[src/rtl/memory_controller.sv]
// Single-port RAM arbiter: streams icache miss lines byte by byte and serves
// 1/2/4-byte load/store requests over a byte-wide RAM/IO bus.
module memory_controller #(
  parameter int         LINE_BYTES = 4,
  parameter logic [1:0] IO_BASE_HI = 2'b11
) (
  input  logic        clk_in,
  input  logic        rst_in,
  input  logic [7:0]  mem_din,
  output logic [7:0]  mem_dout,
  output logic [31:0] mem_a,
  output logic        mem_wr,
  input  logic        io_buffer_full,
  input  logic        if_en,
  input  logic [31:0] if_addr,
  output logic [7:0]  if_byte,
  output logic        if_valid,
  input  logic        flush,
  input  logic        ls_en,
  input  logic        ls_wr,
  input  logic [1:0]  ls_size,
  input  logic [31:0] ls_addr,
  input  logic [31:0] ls_wdata,
  output logic        ls_done,
  output logic [31:0] ls_rdata
);

  localparam int MAX_N = (LINE_BYTES > 4) ? LINE_BYTES : 4;
  localparam int CW    = $clog2(MAX_N + 1);

  typedef enum logic [2:0] {IDLE, IF_RD, LS_RD, LS_WR, LS_DONE} state_t;

  state_t        state;
  logic [31:0]   base_q;
  logic [31:0]   wdata_q;
  logic [31:0]   rdata_q;
  logic [CW-1:0] k;
  logic [CW-1:0] n_q;
  logic [CW-1:0] k_prev;
  logic          issued_q;
  logic          issuing;
  logic          if_abort;
  logic          io_stall;

  assign issuing  = ((state == IF_RD) || (state == LS_RD)) && (k < n_q);
  assign if_abort = (state == IF_RD) && (flush || !if_en);
  assign io_stall = (base_q[17:16] == IO_BASE_HI) && io_buffer_full;
  assign k_prev   = k - CW'(1);

  // RAM returns data one cycle after the address, so a byte is valid in the
  // cycle following each issue; an abort kills it in the same cycle.
  assign if_byte  = mem_din;
  assign if_valid = (state == IF_RD) && issued_q && if_en && !flush;
  assign ls_done  = (state == LS_DONE);
  assign ls_rdata = rdata_q;

  always_comb begin
    mem_a    = '0;
    mem_dout = '0;
    mem_wr   = 1'b0;
    if (issuing) begin
      mem_a = base_q + 32'(k);
    end else if (state == LS_WR) begin
      mem_a    = base_q + 32'(k);
      mem_dout = wdata_q[{k[1:0], 3'b000} +: 8];
      mem_wr   = !io_stall;
    end
  end

  always_ff @(posedge clk_in or negedge rst_in) begin
    if (!rst_in) begin
      state    <= IDLE;
      base_q   <= '0;
      wdata_q  <= '0;
      rdata_q  <= '0;
      k        <= '0;
      n_q      <= '0;
      issued_q <= 1'b0;
    end else begin
      case (state)
        IDLE: begin
          issued_q <= 1'b0;
          k        <= '0;
          if (ls_en) begin
            base_q  <= ls_addr;
            wdata_q <= ls_wdata;
            rdata_q <= '0;
            case (ls_size)
              2'd0:    n_q <= CW'(1);
              2'd1:    n_q <= CW'(2);
              default: n_q <= CW'(4);
            endcase
            state <= ls_wr ? LS_WR : LS_RD;
          end else if (if_en && !flush) begin
            base_q <= if_addr;
            n_q    <= CW'(LINE_BYTES);
            state  <= IF_RD;
          end
        end
        IF_RD: begin
          if (if_abort) begin
            issued_q <= 1'b0;
            state    <= IDLE;
          end else if (issuing) begin
            k        <= k + CW'(1);
            issued_q <= 1'b1;
          end else begin
            issued_q <= 1'b0;
            state    <= IDLE;
          end
        end
        LS_RD: begin
          // the byte arriving now belongs to the previous issue
          if (issued_q)
            rdata_q[{k_prev[1:0], 3'b000} +: 8] <= mem_din;
          if (issuing) begin
            k        <= k + CW'(1);
            issued_q <= 1'b1;
          end else begin
            issued_q <= 1'b0;
            state    <= LS_DONE;
          end
        end
        LS_WR: begin
          if (!io_stall) begin
            if (k == n_q - CW'(1))
              state <= LS_DONE;
            else
              k <= k + CW'(1);
          end
        end
        LS_DONE: state <= IDLE;
        default: state <= IDLE;
      endcase
    end
  end

endmodule

[config.mk]
export PLATFORM = sky130hd
export DESIGN_NAME = memory_controller
export DESIGN_NICKNAME = d
export VERILOG_FILES = /design/src/rtl/memory_controller.sv
export SDC_FILE = /design/constraint.sdc
export NUM_CORES = 1
export LEC_CHECK = 0
export ABC_AREA = 1
export BUFFER_PORTS_ARGS = -buffer_cell sky130_fd_sc_hd__buf_2
export CORE_ASPECT_RATIO = 0.6
export CORE_MARGIN = 2
export CORE_UTILIZATION = 55
export CTS_CLUSTER_SIZE = 10
export DETAILED_ROUTE_END_ITERATION = 12
export GPL_ROUTABILITY_DRIVEN = 0
export PLACE_DENSITY = 0.82
export SKIP_CTS_REPAIR_TIMING = 1
export SLEW_MARGIN = 20
export SYNTH_ARGS = -nofsm -noshare
export SYNTH_HDL_FRONTEND = slang
export SYNTH_SLANG_ARGS = --single-unit
[constraint.sdc]
create_clock -name clk_in -period 5.8 [get_ports clk_in]
set_input_delay 0.87 -clock clk_in [delete_from_list [all_inputs] [get_ports clk_in]]
set_output_delay 0.87 -clock clk_in [all_outputs]
set_load 0.02 [all_outputs]
Yosys cells after proc, flatten, opt, wreduce, memory -nomap -nowiden
Cells that the tools add are included.

Shift operators: 3. Equal/unequal tests: 16. Multiplexer cells: 32. Add/sub/neg operators: 5. $lt $le $gt $ge: 1. Reductions and logical operators: 23.

Operators with widths (count): $mux W32 (6); $pmux W32 S2 (1); $mux W3 (13); $add A32 B3 Y32 (1); $bwmux W32 (1); $shift A8 B7 Y32 const A (1); $shiftx A32 B6 Y8 (1); $shiftx A8 B7 Y32 (1); $pmux W3 S4 (2); $mux W8 (2); $ne A2 B2 Y1 const B (6); $logic_and A1 B1 Y1 (7); $neg A5 Y7 (1); $eq A3 B2 Y1 const B (2); $ne A3 B3 Y1 const B (2); $pmux W3 S2 (1); $mux W1 (5); $reduce_and A5 Y1 (1); $reduce_and A2 Y1 (2); $reduce_and A4 Y1 (1); $reduce_bool A2 Y1 (2); $reduce_bool A4 Y1 (1); $add A3 B1 Y3 const B (1); $eq A3 B1 Y1 const B (1); other kinds (15) (18).

Register bits after elaboration: 106. Input port bits: 113. Output and inout bits: 83. Word-level logic and storage cells: 87.

Longest topological paths before layout
Gate-level depths: netlist of the first run.

Depth after elaboration: 6. Gate-level depth with buffers: 12. Depth with buffers taken out: 11.

Worst setup path after synthesis of the first run
OpenSTA, ideal clock, no wires.

Path type: register to output. Start point: register k[0]. End point: output mem_a[25]. Stages on the path, launching flop included: 12. Path buffers: 3. Setup slack: 2844 ps. Arrival time: 2086 ps. Cells stage by stage: dfrtp_1 -> inv_1 -> clkbuf_1 -> clkbuf_1 -> ha_1 -> o21ai_0 -> inv_1 -> nand2_2 -> nand2_4 -> inv_2 -> buf_6 -> a21oi_1.

Cells in the longest elaborated chain, start to end: 3. Elaborated cells on any way between the ends: 5.

RTL lines: start, declared (RTL line 37) `logic [CW-1:0] k;`; start signal, assigned (RTL line 105) `k <= k + CW'(1);`; start signal, assigned (RTL line 117) `k <= k + CW'(1);`; start signal, assigned (RTL line 129) `k <= k + CW'(1);`; $add A32 B3 Y32 or $lt A3 B3 Y1 (tied branches) (RTL line 62, 64, 45); $mux W32 or $logic_and A1 B1 Y1 (tied branches) (RTL line 63, 45); $mux W32 * (RTL line 61) `if (issuing) begin`; end, declared (RTL line 11) `output logic [31:0] mem_a,`.

Mark *: on every way between the ends. The rest lies on a longest branch, timed or not.

Worst setup path in the final report of the first run
Start point: register k[0]. End point: output mem_a[0].

The elaborated chain is that of the path after synthesis.

==> results.yml, run 1 <==
pwr:
  comb_power_share: 0.516
  p_sw_frac: 0.497
  p_total_mw: 3.96
  p_sw_mw: 1.97
  intPower_mw: 1.99
  leakagePower_nw: 4.03
  ir_drop_mv: 0.262
  power_density_nw_per_um2: 521
  clockPowerShare: 0.155
  seqPwrFrac: 0.330
detailed_routing:
  ant_nets: 0
  drc: 0
  vias_per_cell: 5.23
  drtPass1Iterations: 5
  routedWlPerCell_um: 14.5
  drtIter0Drc: 612
  wl_um: 17800
  vias: 6427
cells_and_area:
  syn2layout_area_growth_pct: 19.2
  nFillCells: 1011
  instances_no_fill: 1229
  drive_gt1_frac: 0.242
  antenna_cells: 0
  final_core_util: 0.673
  fin_area_um2: 7600
  nets: 1192
grt:
  grt_most_used_layer: "met1"
  grt_util_met1: 0.447
  grt_pass1_wl_um: 27800
  grt_pass1_vias: 5641
  grt_antenna_before_repair: 0
  grt_max_degree: 78
  use_met2: 0.396
  grt_overflow: 0
  grt.met3_usage: 0.0698
  grt_usage: 0.285
sta:
  fmax_mhz: 242
  fin_crit_ns: 4.13
  rsz0062_at_grt: "no"
  whs_ns: 0.476
  setup_viol: 0
  slew_headroom: 0.359
  setup_ws_ns: 1.67
  hold_viol: 0
  fin_crit_sh: 0.713
  drv_slew: 0
  finalSetupTns_ns: 0
  tightest_slew_ns: 0.961
  clock_skew_ns: 0.00802
die:
  die_x_um: 143
  core_area_um2: 11300
  start_util: 0.564
  die-height_um: 87.4
  top_level_ports: 196
  rows: 30
  dieArea_um2: 12500
yosys:
  ys_top_cells_by_area: "dfrtp_1 (42%), nand2_1 (21%), nor2_1 (9.0%), o21ai_2 (3.8%), a31oi_1 (3.1%)"
  ys_seq_area_frac: 0.416
  synth-edff-count: 0
  synth_top_area_frac: 0.416
  async_reset_ff_frac: 1.00
  synth_top_area_cell: "dfrtp_1"
  syn_nets: 1026
  yosysWarnings: 0
  synth_area_um2: 6380
  synth-seq-cells: 106
  ys_top_cells_by_count: "nand2_1 (349), nor2_1 (153), dfrtp_1 (106)"
  yosysUniqueCellTypes: 34
  postSynthCellCount: 899
  synth-main-ff-cell: "dfrtp_1"
  yosysMostFrequentCell: "nand2_1"
  avgSynthCellArea_um2: 7.09
placement:
  dp_hpwl_um: 13400
  port-buffer-count: 195
  pre_cts_ws_ns: 2.07
  dpl.cell_count: 1214
  post_dp_cell_area_um2: 7310
clock_tree:
  cts_buffer_depth: 2
  tritoncts: "yes"
  cts_made_buffers: 9
  clk_latency_ns: 0.34
  cts_htree_levels: 3
  path_clk_slew_ns: 0.07
  root_buffer: "clkbuf_16"
  clock-sinks: 106
run_status:
  outcome: "finished clean"
critical_path:
  cp.required_ns: 4.93
  cp-end-kind: "output pin"
  worstPathMaxFanout: 25
  worstPathArrival_ns: 3.26
  start_kind: "register"
  rrSetupSlack_ns: 2.64
  criticalPathCategory: "reg2out"
worst_hold_path:
  hp-class: "reg2reg"
flow_run:
  cap_violations: 0
path summary, 6_finish.rpt:
kind,startpoint,endpoint,cells past startpoint
setup reg to reg,k[0]$_DFFE_PN0P_,ls_rdata[3]$_DFFE_PN0P_,6
hold / removal,ls_rdata[11]$_DFFE_PN0P_,ls_rdata[11]$_DFFE_PN0P_,2
max in group asynchronous,rst_in,k[0]$_DFFE_PN0P_,2
min in group asynchronous,rst_in,base_q[23]$_DFFE_PN0P_,1
setup / recovery,k[0]$_DFFE_PN0P_,mem_a[0],9
hold reg to reg,ls_rdata[11]$_DFFE_PN0P_,ls_rdata[11]$_DFFE_PN0P_,2
power by group through the flow:
stage	combinational [mW]	clock [mW]	sequential (mW)
after floorplan	1.59	0	1.20
after global placement	1.98	0	1.30
after detailed placement	2.02	0	1.30
after CTS	2.03	0.621	1.29
after global routing	2.28	0.655	1.34
final	2.04	0.612	1.30
logic make-up after synthesis:
family                   after synthesis  share of synthesized area
AO/OA/AOI/OAI                        127                      0.128
AND/OR/NAND/NOR                      556                      0.350
buffers and inverters                 91                     0.0708
flip-flops                           106                      0.416
XOR/XNOR                               5                    0.00687
adder cells (fa/ha/maj)               14                     0.0286
area by class of cell:
class | count | area [um^2] | area share
multi-input combinational | 702 | 3270 | 0.431
sequential | 106 | 2650 | 0.349
timing repair buffer | 198 | 1000 | 0.132
inverter | 48 | 180 | 0.0237
clock buffer | 11 | 243 | 0.0319
clock inverter | 4 | 52.6 | 0.00691
tap | 160 | 200 | 0.0263
routing by layer:
layer | vias up | wire length, um | part of all wire
met5 | - | 0 | 0
met4 | 0 | 212 | 0.012
met3 | 28 | 1820 | 0.10
met2 | 296 | 6970 | 0.39
met1 | 2919 | 8770 | 0.49
li1 | 3184 | - | -
sequential cells by signal, indices dropped and copies added (netlist names):
signal / cells
ls_rdata: 32
base_q: 32
wdata_q: 32
issued_q: 1
k: 3
n_q: 3
state: 3
layout by cell type, fill, tap and decap left out, types with 2 or more instances in the layout:
cell type  netlist  final
a21oi_1         27     27
a22oi_1          3      3
a31oi_1         32     32
and3_1           2      2
buf_2            7    194
buf_4           15      4
clkbuf_16        0      9
clkinv_1         2      2
clkinv_4         0      2
dfrtp_1        106    106
ha_1            13     13
inv_1           40     40
inv_2            6      6
nand2_1        349    349
nand2_2          2      2
nand2_4          3      3
nand3_1         24     24
nand3b_1        11     11
nand4_1          3      3
nor2_1         153    153
nor3_1           2      2
o21ai_0         26     26
o21ai_1          8      8
o21ai_2         28     28
or2_2            4      4
xnor2_1          5      5
critical path: stages, from the launching register on:
cell and delay [ns]:
dfrtp_1 0.84, inv_1 0.53, ha_1 0.35, o21ai_0 0.23
inv_1 0.10, nand2_2 0.15, nand2_4 0.11, inv_2 0.30
nor2_1 0.11, buf_2 0.18
No activity file was read; power rests on OpenSTA's default activity.
==> run 2, diff against run 1 <==
- CORE_UTILIZATION: 55 -> 52
- PLACE_DENSITY: 0.82 -> 0.78
- clock period: 5.8 -> 3.95 ns (I/O delays scaled with it)
==> results.yml, run 2 (same netlist as run 1, synthesis figures left out) <==
run_status:
  outcome: "finished clean"
flow_run:
  cap_violations: 0
detailed_routing:
  wl_um: 18000
  drtIter0Drc: 419
  drc: 0
  ant_nets: 0
  vias: 6477
  vias_per_cell: 5.24
  routedWlPerCell_um: 14.5
  drtPass1Iterations: 6
clock_tree:
  clk_latency_ns: 0.34
  tritoncts: "yes"
  root_buffer: "clkbuf_16"
  cts_buffer_depth: 2
  cts_htree_levels: 3
  cts_made_buffers: 9
  path_clk_slew_ns: 0.07
  clock-sinks: 106
critical_path:
  cp-end-kind: "output pin"
  cpPeakStageDelay_ns: 0.77
  start_kind: "register"
  cpLargestDelayFamily: "simple AND/OR/NAND/NOR gates"
  criticalPathCategory: "reg2out"
  crit_path_top_delay_cell: "dfrtp_1"
  crit_top_cell: "nand2_1"
  worstPathArrival_ns: 2.72
  cp.required_ns: 3.36
  crit_chain: "fa_1 > nand2_1 > nand2_1 > nand2_1 > inv_1 > nand2_1 > nor2_1 > nand3_1 > a21oi_1 > buf_2"
  worstPathMaxFanout: 18
  cp_num_buf_inv: 2
pwr:
  power_density_nw_per_um2: 759
  leakagePower_nw: 4.03
  ir_drop_mv: 0.349
grt:
  grt_antenna_before_repair: 0
  grt_max_degree: 63
  grt_overflow: 0
  grt_pass1_vias: 5627
  grt_pass1_wl_um: 28700
  grt_usage: 0.272
sta:
  drv_slew: 0
  tightest_slew_ns: 0.939
  fin_crit_sh: 0.838
  slew_headroom: 0.373
  setup_viol: 0
  clock_skew_ns: 0.00759
  fmax_mhz: 302
  rsz0062_at_grt: "no"
  setup_ws_ns: 0.642
  finalSetupTns_ns: 0
  fin_crit_ns: 3.31
  hold_viol: 0
  whs_ns: 0.324
die:
  dieArea_um2: 13200
  rows: 31
  start_util: 0.530
  top_level_ports: 196
  die_x_um: 147
  die-height_um: 89.8
  core_area_um2: 12000
cells_and_area:
  nets: 1195
  layout_common_cells: "nand2_1 (349), buf_2 (194), nor2_1 (153)"
  syn2layout_area_growth_pct: 19.6
  layout_commonest_cell: "nand2_1"
  drive_gt1_frac: 0.245
  instances_no_fill: 1237
  antenna_cells: 0
  final_core_util: 0.634
placement:
  dp_hpwl_um: 13500
  dpl.cell_count: 1222
  port-buffer-count: 195
  pre_cts_ws_ns: 1.02
worst_hold_path:
  hp-class: "in2async"
[run 2: cell types whose count changed in the layout (fill, tap and decap cells not counted), sizes merged]
cell and change:
clkinvlp +3, bufinv -1, clkbuf -2, inv +2
buf +3, clkinv -2
[run 2: layout make-up]
cell class | instances | area [um^2]
tap | 165 | 206
clock inverter | 6 | 51.3
fill | 1166 | 4400
timing repair buffer | 201 | 1040
clock buffer | 9 | 225
sequential | 106 | 2650
inverter | 48 | 180
multi-input combinational | 702 | 3270
[run 2: per-stage QoR]
step	area (um^2)	power, mW
3_3_place_gp	7350	4.85
6_report	7620	5.79
4_1_cts	7620	5.78
5_1_grt	7620	6.26
2_1_floorplan	6380	4.10
3_5_place_dp	7350	4.90
[run 2: path summary, 6_finish.rpt]
| path | slack [ns] | from | cells past startpoint | endpoint |
|---|---|---|---|---|
| max | 0.64 | k[1]$_DFFE_PN0P_ | 10 | mem_a[26] |
| min | 0.32 | rst_in | 1 | base_q[12]$_DFFE_PN0P_ |
| max reg2reg | 1.00 | k[1]$_DFFE_PN0P_ | 6 | ls_rdata[3]$_DFFE_PN0P_ |
| min reg2reg | 0.48 | wdata_q[30]$_DFFE_PN0P_ | 2 | wdata_q[30]$_DFFE_PN0P_ |
| max in group asynchronous | 2.79 | rst_in | 2 | wdata_q[11]$_DFFE_PN0P_ |
| min in group clk_in | 0.43 | ls_wdata[29] | 3 | wdata_q[29]$_DFFE_PN0P_ |
[run 2: metal layers]
layer  vias up  track usage  wire, um
met5         -            0         0
met4         0       0.0521       214
met3        17       0.0675      1730
met2       297        0.354      7020
met1      2968        0.449      9020
li1       3195            -         -
[run 2: worst register-to-register path: stages (launching register included)]
cell and delay, ns:
dfrtp_1 0.77, clkinv_1 0.50, ha_1 0.47, inv_1 0.08
nor3_1 0.70, nand3_1 0.17, o21ai_1 0.17
[run 2: power by group]
group / total (mW) / internal (mW) / leakage [nW] / switching, mW
Clock: 0.856 / 0.432 / 0.126 / 0.423
Combinational: 3.05 / 0.966 / 2.58 / 2.08
Sequential: 1.89 / 1.47 / 1.33 / 0.415
